$ cat config.mk
export PLATFORM = sky130hd
export DESIGN_NAME = cache_control
export DESIGN_NICKNAME = d
export VERILOG_FILES = /design/src/rtl/cache_control.sv
export SDC_FILE = /design/constraint.sdc
export NUM_CORES = 1
export LEC_CHECK = 0
export ABC_CLOCK_PERIOD_IN_PS = 3000
export BUFFER_PORTS_ARGS = -buffer_cell sky130_fd_sc_hd__buf_2
export CAP_MARGIN = 10
export CORE_AREA = 3 3 40 42
export CTS_BUF_LIST = sky130_fd_sc_hd__clkbuf_4
export DETAILED_ROUTE_END_ITERATION = 16
export DIE_AREA = 0 0 43 45
export PLACE_DENSITY = 0.69
export SYNTH_ARGS = -nofsm -noshare
export SYNTH_HDL_FRONTEND = slang
export SYNTH_SLANG_ARGS = --single-unit
$ cat constraint.sdc
create_clock -name clk -period 3 [get_ports clk]
set_input_delay 0.6 -clock clk [delete_from_list [all_inputs] [get_ports clk]]
set_output_delay 0.6 -clock clk [all_outputs]
set_load 0.02 [all_outputs]
$ cat src/rtl/cache_control.sv
// rtl/cache_control.sv - cache control/status register block; CTRL_CNT_EN enables hit/miss counters
module cache_control #(
    parameter int DATA_W      = 32,
    parameter int CTRL_ADDR_W = 4
) (
    input  logic                   clk,
    input  logic                   reset,
    input  logic                   valid,
    input  logic [CTRL_ADDR_W-1:0] addr,
    output logic [DATA_W-1:0]      rdata,
    output logic                   ready,
    input  logic                   wtbuf_empty,
    input  logic                   wtbuf_full,
    input  logic                   read_hit,
    input  logic                   read_miss,
    input  logic                   write_hit,
    input  logic                   write_miss,
    output logic                   invalidate
);

    localparam logic [CTRL_ADDR_W-1:0] A_WTB_EMPTY  = CTRL_ADDR_W'(1);
    localparam logic [CTRL_ADDR_W-1:0] A_WTB_FULL   = CTRL_ADDR_W'(2);
    localparam logic [CTRL_ADDR_W-1:0] A_RW_HIT     = CTRL_ADDR_W'(3);
    localparam logic [CTRL_ADDR_W-1:0] A_RW_MISS    = CTRL_ADDR_W'(4);
    localparam logic [CTRL_ADDR_W-1:0] A_READ_HIT   = CTRL_ADDR_W'(5);
    localparam logic [CTRL_ADDR_W-1:0] A_READ_MISS  = CTRL_ADDR_W'(6);
    localparam logic [CTRL_ADDR_W-1:0] A_WRITE_HIT  = CTRL_ADDR_W'(7);
    localparam logic [CTRL_ADDR_W-1:0] A_WRITE_MISS = CTRL_ADDR_W'(8);
    localparam logic [CTRL_ADDR_W-1:0] A_RST_CNT    = CTRL_ADDR_W'(9);
    localparam logic [CTRL_ADDR_W-1:0] A_INVALIDATE = CTRL_ADDR_W'(10);

    logic              ready_q;
    logic              invalidate_q;
    logic [DATA_W-1:0] rdata_q;
    logic [DATA_W-1:0] rdata_d;
    logic              accept;
    logic              clear_cnt;

    // A request held after its acknowledge counts as a new one, hence the ~ready_q term.
    assign accept    = valid & ~ready_q;
    assign clear_cnt = accept & (addr == A_RST_CNT);

`ifdef CTRL_CNT_EN
    logic [DATA_W-1:0] rw_hit_q, rw_miss_q;
    logic [DATA_W-1:0] read_hit_q, read_miss_q, write_hit_q, write_miss_q;

    // Event counters; a clear in the same cycle as an event wins and drops the event.
    always_ff @(posedge clk) begin
        if (reset || clear_cnt) begin
            rw_hit_q     <= '0;
            rw_miss_q    <= '0;
            read_hit_q   <= '0;
            read_miss_q  <= '0;
            write_hit_q  <= '0;
            write_miss_q <= '0;
        end else begin
            rw_hit_q     <= rw_hit_q + DATA_W'(read_hit) + DATA_W'(write_hit);
            rw_miss_q    <= rw_miss_q + DATA_W'(read_miss) + DATA_W'(write_miss);
            read_hit_q   <= read_hit_q + DATA_W'(read_hit);
            read_miss_q  <= read_miss_q + DATA_W'(read_miss);
            write_hit_q  <= write_hit_q + DATA_W'(write_hit);
            write_miss_q <= write_miss_q + DATA_W'(write_miss);
        end
    end
`else
    logic unused_events;
    assign unused_events = ^{read_hit, read_miss, write_hit, write_miss, clear_cnt};
`endif

    // Read mux; counter reads see the pre-increment value, non-accept cycles yield zero.
    always_comb begin
        rdata_d = '0;
        if (accept) begin
            case (addr)
                A_WTB_EMPTY:  rdata_d = {{(DATA_W-1){1'b0}}, wtbuf_empty};
                A_WTB_FULL:   rdata_d = {{(DATA_W-1){1'b0}}, wtbuf_full};
`ifdef CTRL_CNT_EN
                A_RW_HIT:     rdata_d = rw_hit_q;
                A_RW_MISS:    rdata_d = rw_miss_q;
                A_READ_HIT:   rdata_d = read_hit_q;
                A_READ_MISS:  rdata_d = read_miss_q;
                A_WRITE_HIT:  rdata_d = write_hit_q;
                A_WRITE_MISS: rdata_d = write_miss_q;
`else
                A_RW_HIT, A_RW_MISS, A_READ_HIT,
                A_READ_MISS, A_WRITE_HIT, A_WRITE_MISS: rdata_d = '0;
`endif
                default:      rdata_d = '0;
            endcase
        end
    end

    // Handshake and registered outputs; reset drops any pending acknowledge.
    always_ff @(posedge clk) begin
        if (reset) begin
            ready_q      <= 1'b0;
            invalidate_q <= 1'b0;
            rdata_q      <= '0;
        end else begin
            ready_q      <= accept;
            invalidate_q <= accept & (addr == A_INVALIDATE);
            rdata_q      <= rdata_d;
        end
    end

    assign ready      = ready_q;
    assign invalidate = invalidate_q;
    assign rdata      = rdata_q;

endmodule

* Yosys cells after proc, flatten, opt, wreduce, memory -nomap -nowiden *
Cells that the tools add are included.

storage, ports and cells
  flip-flop bits (word level) = 34
  bits in latches = 0
  bits in writable memories = 0
  memory bits (read-only) = 0
  bits of input ports = 13
  output and inout port bits = 34
  word-level logic and storage cells = 12
  memories kept = 0

cells by class
  add/subtract/negate cells = 0
  $mul = 0
  div/mod/pow operators = 0
  order comparisons = 0
  equal/unequal tests = 3
  shift-type cells = 0
  muxes and demuxes = 1
  bitwise operators = 4
  reduce and logical (&&, ||, !) cells = 1

operator list
  kind                                                                    count
  4-bit by 1-bit equality test with 1-bit output (second input constant)  1
  4-bit by 2-bit equality test with 1-bit output (second input constant)  1
  4-bit equality test (second input constant)                             1
  1-bit AND                                                               2
  1-bit NOT                                                               2
  1-bit case mux with 2 select lines                                      1
  2-bit OR reduction                                                      1

* Logic depth before layout (Yosys ltp) *
Gate-level depths: netlist of run 1.

  depth in word-level cells = 4
  mapped depth = 2
  gate-level depth less buffers = 2

* Worst setup path before layout of run 1 *
Ideal clock, no wire load.

  path kind = input to register
  from = in addr[2]
  to = reg rdata_q[0] (netlist: rdata[0])
  arrival = 1.314 ns
  required time = 2.921 ns
  path slack = 1.607 ns
  stages = 2
  path buffers = 0
  path through = or4b_1 -> a211oi_2

on the way
  word-level cells in the longest chain between the ends = 2
  elaborated cells on any way between the ends = 3

RTL lines
  element                                                                                                                  line  RTL
  start, declared                                                                                                          9     input logic [CTRL_ADDR_W-1:0] addr,
  4-bit by 2-bit equality test with 1-bit output / 4-bit by 1-bit equality test with 1-bit output (equally long branches)  74    case (addr)
  1-bit case mux with 2 select lines *                                                                                     74
  end signal, assigned                                                                                                     102   rdata_q <= rdata_d;
  end, declared                                                                                                            34    logic [DATA_W-1:0] rdata_q;

Mark *: on every way between the ends. The rest lies on a longest branch, timed or not.
A chain may end at the register's enable or synchronous reset.

* Worst setup path after layout of run 1 *
  from = reg ready_q (netlist: ready)
  to = out ready

RTL lines
  element                 line  RTL
  start, declared         32    logic ready_q;
  start signal, assigned  100   ready_q <= accept;
  end, declared           11    output logic ready,

No word-level cell between the ends.

==> flow_summary.json, run 1 <==
{
  "max_stage_delay_ps": 330,
  "gr-usage-all-layers": 0.0432,
  "ys_ff_latch": 3,
  "start_util": 0.273,
  "crit_path_end_kind": "primary output",
  "switching_power_uw": 61.3,
  "crit_arrival_ps": 730,
  "slew_viol_final": 0,
  "synthTopCellsByArea": "buf_4 (66%), dfxtp_1 (17%), nand3b_1 (4.3%)",
  "p_int_uw": 106,
  "vias_per_cell": 2.87,
  "synth_area_leader_cell": "buf_4",
  "critPathKind": "flop to primary output",
  "p_leak_uw": 0.000201,
  "status": "finished, final reports clean",
  "drc": 0,
  "dp_cells": 67,
  "grt_pass1_vias": 139,
  "drive_gt1_frac": 0.286,
  "post_cts_resized": 0,
  "reg2reg_from": "ready$_SDFF_PP0_",
  "grt_pass1_wl_um": 579,
  "stdcell_area_um2": 334,
  "synthCells": 42,
  "path_max_fanout": 3,
  "synth_area_um2": 350,
  "hold_viol_final": 0,
  "reg2reg_slack_ps": 1800,
  "finalWorstSetupSlack_ps": 1670,
  "final_nets": 70,
  "power_frac_seq": 0.249,
  "die_h_um": 45,
  "num_io_pins": 47,
  "power_uw": 167,
  "area_delta_synth_final_pct": -4.64,
  "clkSlewWorstSetupHoldPaths_ps": 40,
  "tns_ps": 0,
  "cts_buffer_depth": 2,
  "min_path_type": "flop to flop",
  "crit_buf_inv": 1,
  "grt_max_degree": 4,
  "crit_path_start_kind": "flop",
  "min_from": "ready$_SDFF_PP0_",
  "firstDrtPassIters": 4,
  "final-seq-area_um2": 60.1,
  "cap_violations": 0,
  "critical-path-slowest-cell": "dfxtp_1",
  "fillers": 148,
  "place_ws_ps": 1430,
  "setup.worst_path.start": "ready$_SDFF_PP0_",
  "placed_area_um2": 304,
  "finalCritPeriodShare": 0.445,
  "antenna_found_initial": 0,
  "die_area_um2": 1940,
  "multi_input_area_um2": 170,
  "finalClockSkew_ps": 2.57,
  "pwr-share-clk": 0.477,
  "gp_congestion": 0.756,
  "finalCriticalPeriod_ps": 1330,
  "crit_family": "flip-flops",
  "drt.antenna.violating_nets": 0,
  "detail_route.wl_per_cell_um": 6.94,
  "drt-initial-drc-count": 2,
  "yosysWarnings": 0,
  "ys_types": 9,
  "power_density_nw_per_um2": 501,
  "swShare": 0.366,
  "htreeDepth": 1,
  "crit_required_ps": 2400,
  "cts_buffers": 3,
  "final_cells": 71,
  "drt_wl_total_um": 493,
  "clk_latency_ps": 230,
  "fmax_ghz": 0.749,
  "syn_avg_cell_area_um2": 8.34,
  "portBuffers": 11,
  "diodes": 0,
  "pwr-share-comb": 0.274,
  "cts_tree": "yes",
  "ir_drop_v": 0.0000625,
  "core_um2": 1280,
  "hold_buffers": 0,
  "overflow": 0,
  "die_w_um": 43,
  "hpwl_um": 439,
  "vias": 204,
  "grt_setup_unrepaired": "false",
  "worstPathCellList": "buf_2",
  "clkSinkCount": 3,
  "setup_viol": 0,
  "rows": 13,
  "synth_top_area_frac": 0.664,
  "clock-root-buffer": "clkbuf_4",
  "postCtsSetupBuffers": 0,
  "ys_seq_area_frac": 0.171
}
[sequential cells by signal, summed over array words and instances, names as in the netlist]
signal / flops
ready: 1
rdata: 1
invalidate: 1
[cells in the final DEF, fill, tap and decap left out, drive strengths merged]
master  instances
a211oi          1
nor3            1
clkbuf          4
nand3b          2
conb           31
buf            11
nand2           1
or4b            1
nor3b           1
dfxtp           3
[power by group through the flow]
stage                     Clock [uW]  Combinational [uW]  Sequential (uW)
after detailed placement           0                44.8             42.3
after floorplan                    0                67.4             43.5
after CTS                       83.4                44.9             41.6
after global placement             0                44.7             42.2
after global routing            84.8                49.5             41.6
final                           80.0                45.8             41.7
[stage by stage]
stage / util / hold WS, ps
floorplan: - / 553
global placement: 0.237 / 420
detailed placement: 0.237 / 434
CTS: 0.260 / 433
global route: 0.260 / 448
finish: 0.260 / 437
[cells by family after synthesis]
family / after synthesis / share of synthesized area
buf+inv: 31 / 0.664
flops: 3 / 0.171
other cells: 1 / 0.0107
compound gates: 1 / 0.0357
simple gates: 6 / 0.118
[Yosys cell counts]
library cell	number
buf_4	31
dfxtp_1	3
nand3b_1	2
a211oi_2	1
conb_1	1
nand2_1	1
nor3_1	1
nor3b_1	1
or4b_1	1
[metal layers]
layer  vias to the layer above  track usage  part of all wire
met3                         0       0.0159              0.20
met5                         -            0                 0
met1                        86       0.0336              0.24
li1                         98            -                 -
met4                         0       0.0542                 0
met2                        20       0.0749              0.56
[final timing paths]
kind | depth (start not counted) | to
setup / recovery | 1 | ready
hold / removal | 1 | ready$_SDFF_PP0_
setup reg to reg | 2 | rdata[0]$_SDFF_PP0_
hold reg to reg | 1 | ready$_SDFF_PP0_
[area by class of cell]
type,instances,area share
flip-flops and latches,3,0.180
clock buffers,4,0.0899
well taps,15,0.0562
repair buffers,11,0.165
multi-input cells,38,0.509
(Power assumes the default switching activity.)
==> run 2, diff against run 1 <==
- ABC_CLOCK_PERIOD_IN_PS: 3000 -> 1200
- PLACE_DENSITY: 0.69 -> 0.72
- clock period: 3 -> 1.2 ns (I/O delays scaled with it)
==> flow_summary.json, run 2 (synthesis results as in run 1) <==
{
  "die_h_um": 45,
  "finalClockSkew_ps": 3.64,
  "clkSlewWorstSetupHoldPaths_ps": 40,
  "grt_setup_unrepaired": "false",
  "crit_required_ps": 1350,
  "start_util": 0.273,
  "gr-usage-all-layers": 0.0540,
  "final_common_cell": "conb_1",
  "path_max_fanout": 3,
  "hpwl_um": 488,
  "detail_route.wl_per_cell_um": 7.85,
  "core_um2": 1280,
  "slew_viol_final": 0,
  "power_uw": 419,
  "crit_arrival_ps": 1290,
  "finalCriticalPeriod_ps": 1140,
  "diodes": 0,
  "tns_ps": 0,
  "num_io_pins": 47,
  "drt_wl_total_um": 557,
  "grt_pass1_vias": 176,
  "cts_buffers": 3,
  "drt-initial-drc-count": 1,
  "p_leak_uw": 0.000203,
  "hold_buffers": 0,
  "grt_max_degree": 4,
  "crit_path_end_kind": "flop",
  "die_w_um": 43,
  "vias_per_cell": 3.04,
  "min_path_type": "input pin to flop",
  "drive_gt1_frac": 0.321,
  "multi_input_area_um2": 179,
  "drc": 0,
  "crit_path_start_kind": "flop",
  "vias": 216,
  "clock-root-buffer": "clkbuf_4",
  "final_nets": 70,
  "setup_viol": 0,
  "cts_buffer_depth": 2,
  "overflow": 0,
  "fillers": 154,
  "hold_viol_final": 0,
  "layout_common_cells": "conb_1 (31), buf_2 (11), clkbuf_4 (4)",
  "cts_tree": "yes",
  "ir_drop_v": 0.000197,
  "gp_congestion": 0.635,
  "die_area_um2": 1940,
  "portBuffers": 11,
  "drt.antenna.violating_nets": 0,
  "firstDrtPassIters": 3,
  "fmax_ghz": 0.875,
  "area_delta_synth_final_pct": -2.14,
  "grt_pass1_wl_um": 676,
  "critPathKind": "flop to flop",
  "final-seq-area_um2": 60.1,
  "power_density_nw_per_um2": 1220,
  "clkSinkCount": 3,
  "cap_violations": 0,
  "clk_latency_ps": 230,
  "antenna_found_initial": 0,
  "status": "finished, final reports clean",
  "rows": 13,
  "finalCritPeriodShare": 0.952,
  "htreeDepth": 1
}
## run 2: report_power, final
part           switching, uW  internal [uW]  total (uW)
registers               1.73            103         105
clock network           49.8            147         197
logic                    101           16.6         118
total                    153            266         419
## run 2: routing by layer
layer  wire length [um]  global-route usage  vias up
met5                  0                   0        -
met4                  0              0.0904        0
met3                107              0.0120        0
met2                326              0.0958       23
met1                122              0.0359       95
li1                   -                   -       98
## run 2: what timing repair did
| action | in CTS | in global routing |
|---|---|---|
| buffers inserted | 0 | 0 |
| resized for setup | 1 | 1 |
| setup endpoints to repair | 1 | 1 |
| endpoints found under the hold margin | 0 | 0 |
| pin swaps | 0 | 1 |
## run 2: critical path: stages (launching register included)
cell and delay [ps]:
dfxtp_1 320, or4b_4 540, a211oi_2 200
## run 2: final cells by class
class                           count  area share
Sequential cell                     3       0.175
Clock buffer                        4      0.0876
Tap cell                           15      0.0547
Multi-Input combinational cell     38       0.522
Timing Repair Buffer               11       0.161
## run 2: per-stage QoR
| stage | cells | area, um^2 | util | worst slack, ps | hold slack [ps] |
|---|---|---|---|---|---|
| 2_1_floorplan | 72 | 463 | - | 13.1 | 305 |
| 3_3_place_gp | 67 | 304 | 0.237 | 19.2 | 415 |
| 3_5_place_dp | 67 | 304 | 0.237 | 4.49 | 431 |
| 4_1_cts | 71 | 338 | 0.263 | 22.3 | 184 |
| 5_1_grt | 71 | 343 | 0.267 | 7.20 | 176 |
| 6_report | 71 | 343 | 0.267 | 57.6 | 195 |
## run 2: final timing paths
check	start	endpoint	slack, ps	cells after the start
worst max register to register	ready$_SDFF_PP0_	rdata[0]$_SDFF_PP0_	60	2
worst max-delay path	ready$_SDFF_PP0_	rdata[0]$_SDFF_PP0_	60	2
worst min-delay path	addr[3]	rdata[0]$_SDFF_PP0_	200	2
worst min register to register	ready$_SDFF_PP0_	ready$_SDFF_PP0_	470	1
==> run 3, diff against run 2 <==
- CORE_AREA: 3 3 40 42 -> 2 2 39 41
- DIE_AREA: 0 0 43 45 -> 0 0 41 43
- PLACE_DENSITY: 0.72 -> 0.76
==> flow_summary.json, run 3 (synthesis results as in run 1) <==
{
  "status": "finished, final reports clean",
  "area_delta_synth_final_pct": -4.29,
  "drt.antenna.violating_nets": 0,
  "power_density_nw_per_um2": 1240,
  "post_cts_resized": 0,
  "hold_buffers": 0,
  "overflow": 0,
  "tns_ps": 0,
  "clkSlewWorstSetupHoldPaths_ps": 40,
  "core_um2": 1380,
  "final_common_cell": "conb_1",
  "crit_arrival_ps": 1310,
  "cts_buffers": 3,
  "cap_violations": 0,
  "drt-initial-drc-count": 0,
  "finalCriticalPeriod_ps": 1160,
  "portBuffers": 11,
  "hold_slack_ps": 178,
  "hpwl_um": 358,
  "clock-root-buffer": "clkbuf_4",
  "postCtsSetupBuffers": 0,
  "detail_route.wl_per_cell_um": 5.85,
  "worstPathCellList": "or4b_1, a211oi_2",
  "finalCritPeriodShare": 0.964,
  "grt_pass1_wl_um": 317,
  "drc": 0,
  "die_h_um": 43,
  "finalClockSkew_ps": 1.90,
  "crit_required_ps": 1350,
  "dp_cells": 68,
  "layout_common_cells": "conb_1 (31), buf_2 (11), clkbuf_4 (4)",
  "setup_viol": 0,
  "cts_tree": "yes",
  "drt_wl_total_um": 421,
  "start_util": 0.253,
  "grt_setup_unrepaired": "false",
  "fmax_ghz": 0.865,
  "slew_viol_final": 0,
  "gp_congestion": 0.510,
  "die_w_um": 41,
  "holdPathStages": 2,
  "min_path_type": "input pin to flop",
  "antenna_found_initial": 0,
  "firstDrtPassIters": 1,
  "gr-usage-all-layers": 0.0330,
  "vias": 209,
  "num_io_pins": 47,
  "grt_max_degree": 4,
  "hold_viol_final": 0,
  "grt_pass1_vias": 113,
  "crit_path_start_kind": "flop",
  "die_area_um2": 1760,
  "max_stage_delay_ps": 570,
  "final_cells": 72,
  "ir_drop_v": 0.000181,
  "diodes": 0,
  "worst-r2r-cell-count": 2,
  "crit_path_end_kind": "flop",
  "critPathKind": "flop to flop",
  "htreeDepth": 1,
  "rows": 14,
  "fillers": 160,
  "path_max_fanout": 3,
  "vias_per_cell": 2.90,
  "drive_gt1_frac": 0.286,
  "p_leak_uw": 0.000201,
  "cts_buffer_depth": 2,
  "clk_latency_ps": 230,
  "final_nets": 70,
  "clkSinkCount": 3,
  "critical-path-slowest-cell": "or4b_1"
}
==> run 3: cell count changes in the layout (fill, tap and decap cells not counted) <==
cell | before | now
nor3_2 | 1 | 0
or4b_4 | 1 | 0
nor3_1 | 0 | 1
or4b_1 | 0 | 1
==> run 3: metal layers <==
metal | routed length (um) | track usage | vias up
met5 | 0 | 0 | -
met1 | 81 | 0.00949 | 87
met3 | 98 | 0 | 0
met2 | 241 | 0.0563 | 23
met4 | 0 | 0.0800 | 0
li1 | - | - | 99
==> run 3: layout make-up <==
cell class                      instances  area (um^2)  share of cell area
Clock buffer                            4         30.0              0.0896
Multi-Input combinational cell         38          170               0.507
Sequential cell                         3         60.1               0.179
Tap cell                               16         20.0              0.0597
Timing Repair Buffer                   11         55.1               0.164
==> run 3: critical path: cells and delay by family, from the launching register on <==
family,cells,cell delay [ps]
compound gates,1,200
flops,1,310
simple gates,1,570
==> run 3: path summary, 6_finish.rpt <==
kind                                       start             endpoint  slack [ps]
worst min-delay path                     addr[3]  rdata[0]$_SDFF_PP0_         180
worst min register to register  ready$_SDFF_PP0_     ready$_SDFF_PP0_         430
worst max register to register  ready$_SDFF_PP0_  rdata[0]$_SDFF_PP0_          40
worst max-delay path            ready$_SDFF_PP0_  rdata[0]$_SDFF_PP0_          40
==> run 3: power by group <==
group	total [uW]	leakage, uW	switching [uW]	internal, uW
logic	114	0.000158	98.3	15.3
registers	104	0.0000244	1.29	103
clock network	199	0.0000184	52.1	147
==> run 3: metrics by stage <==
| stage | worst slack [ps] | utilization | instance area, um^2 | power [uW] |
|---|---|---|---|---|
| 2_1_floorplan | 13.1 | - | 463 | 277 |
| 3_3_place_gp | 11.8 | 0.221 | 305 | 217 |
| 3_5_place_dp | 18.3 | 0.221 | 305 | 218 |
| 4_1_cts | 30.0 | 0.242 | 335 | 428 |
| 5_1_grt | 1.78 | 0.242 | 335 | 452 |
| 6_report | 43.5 | 0.242 | 335 | 417 |
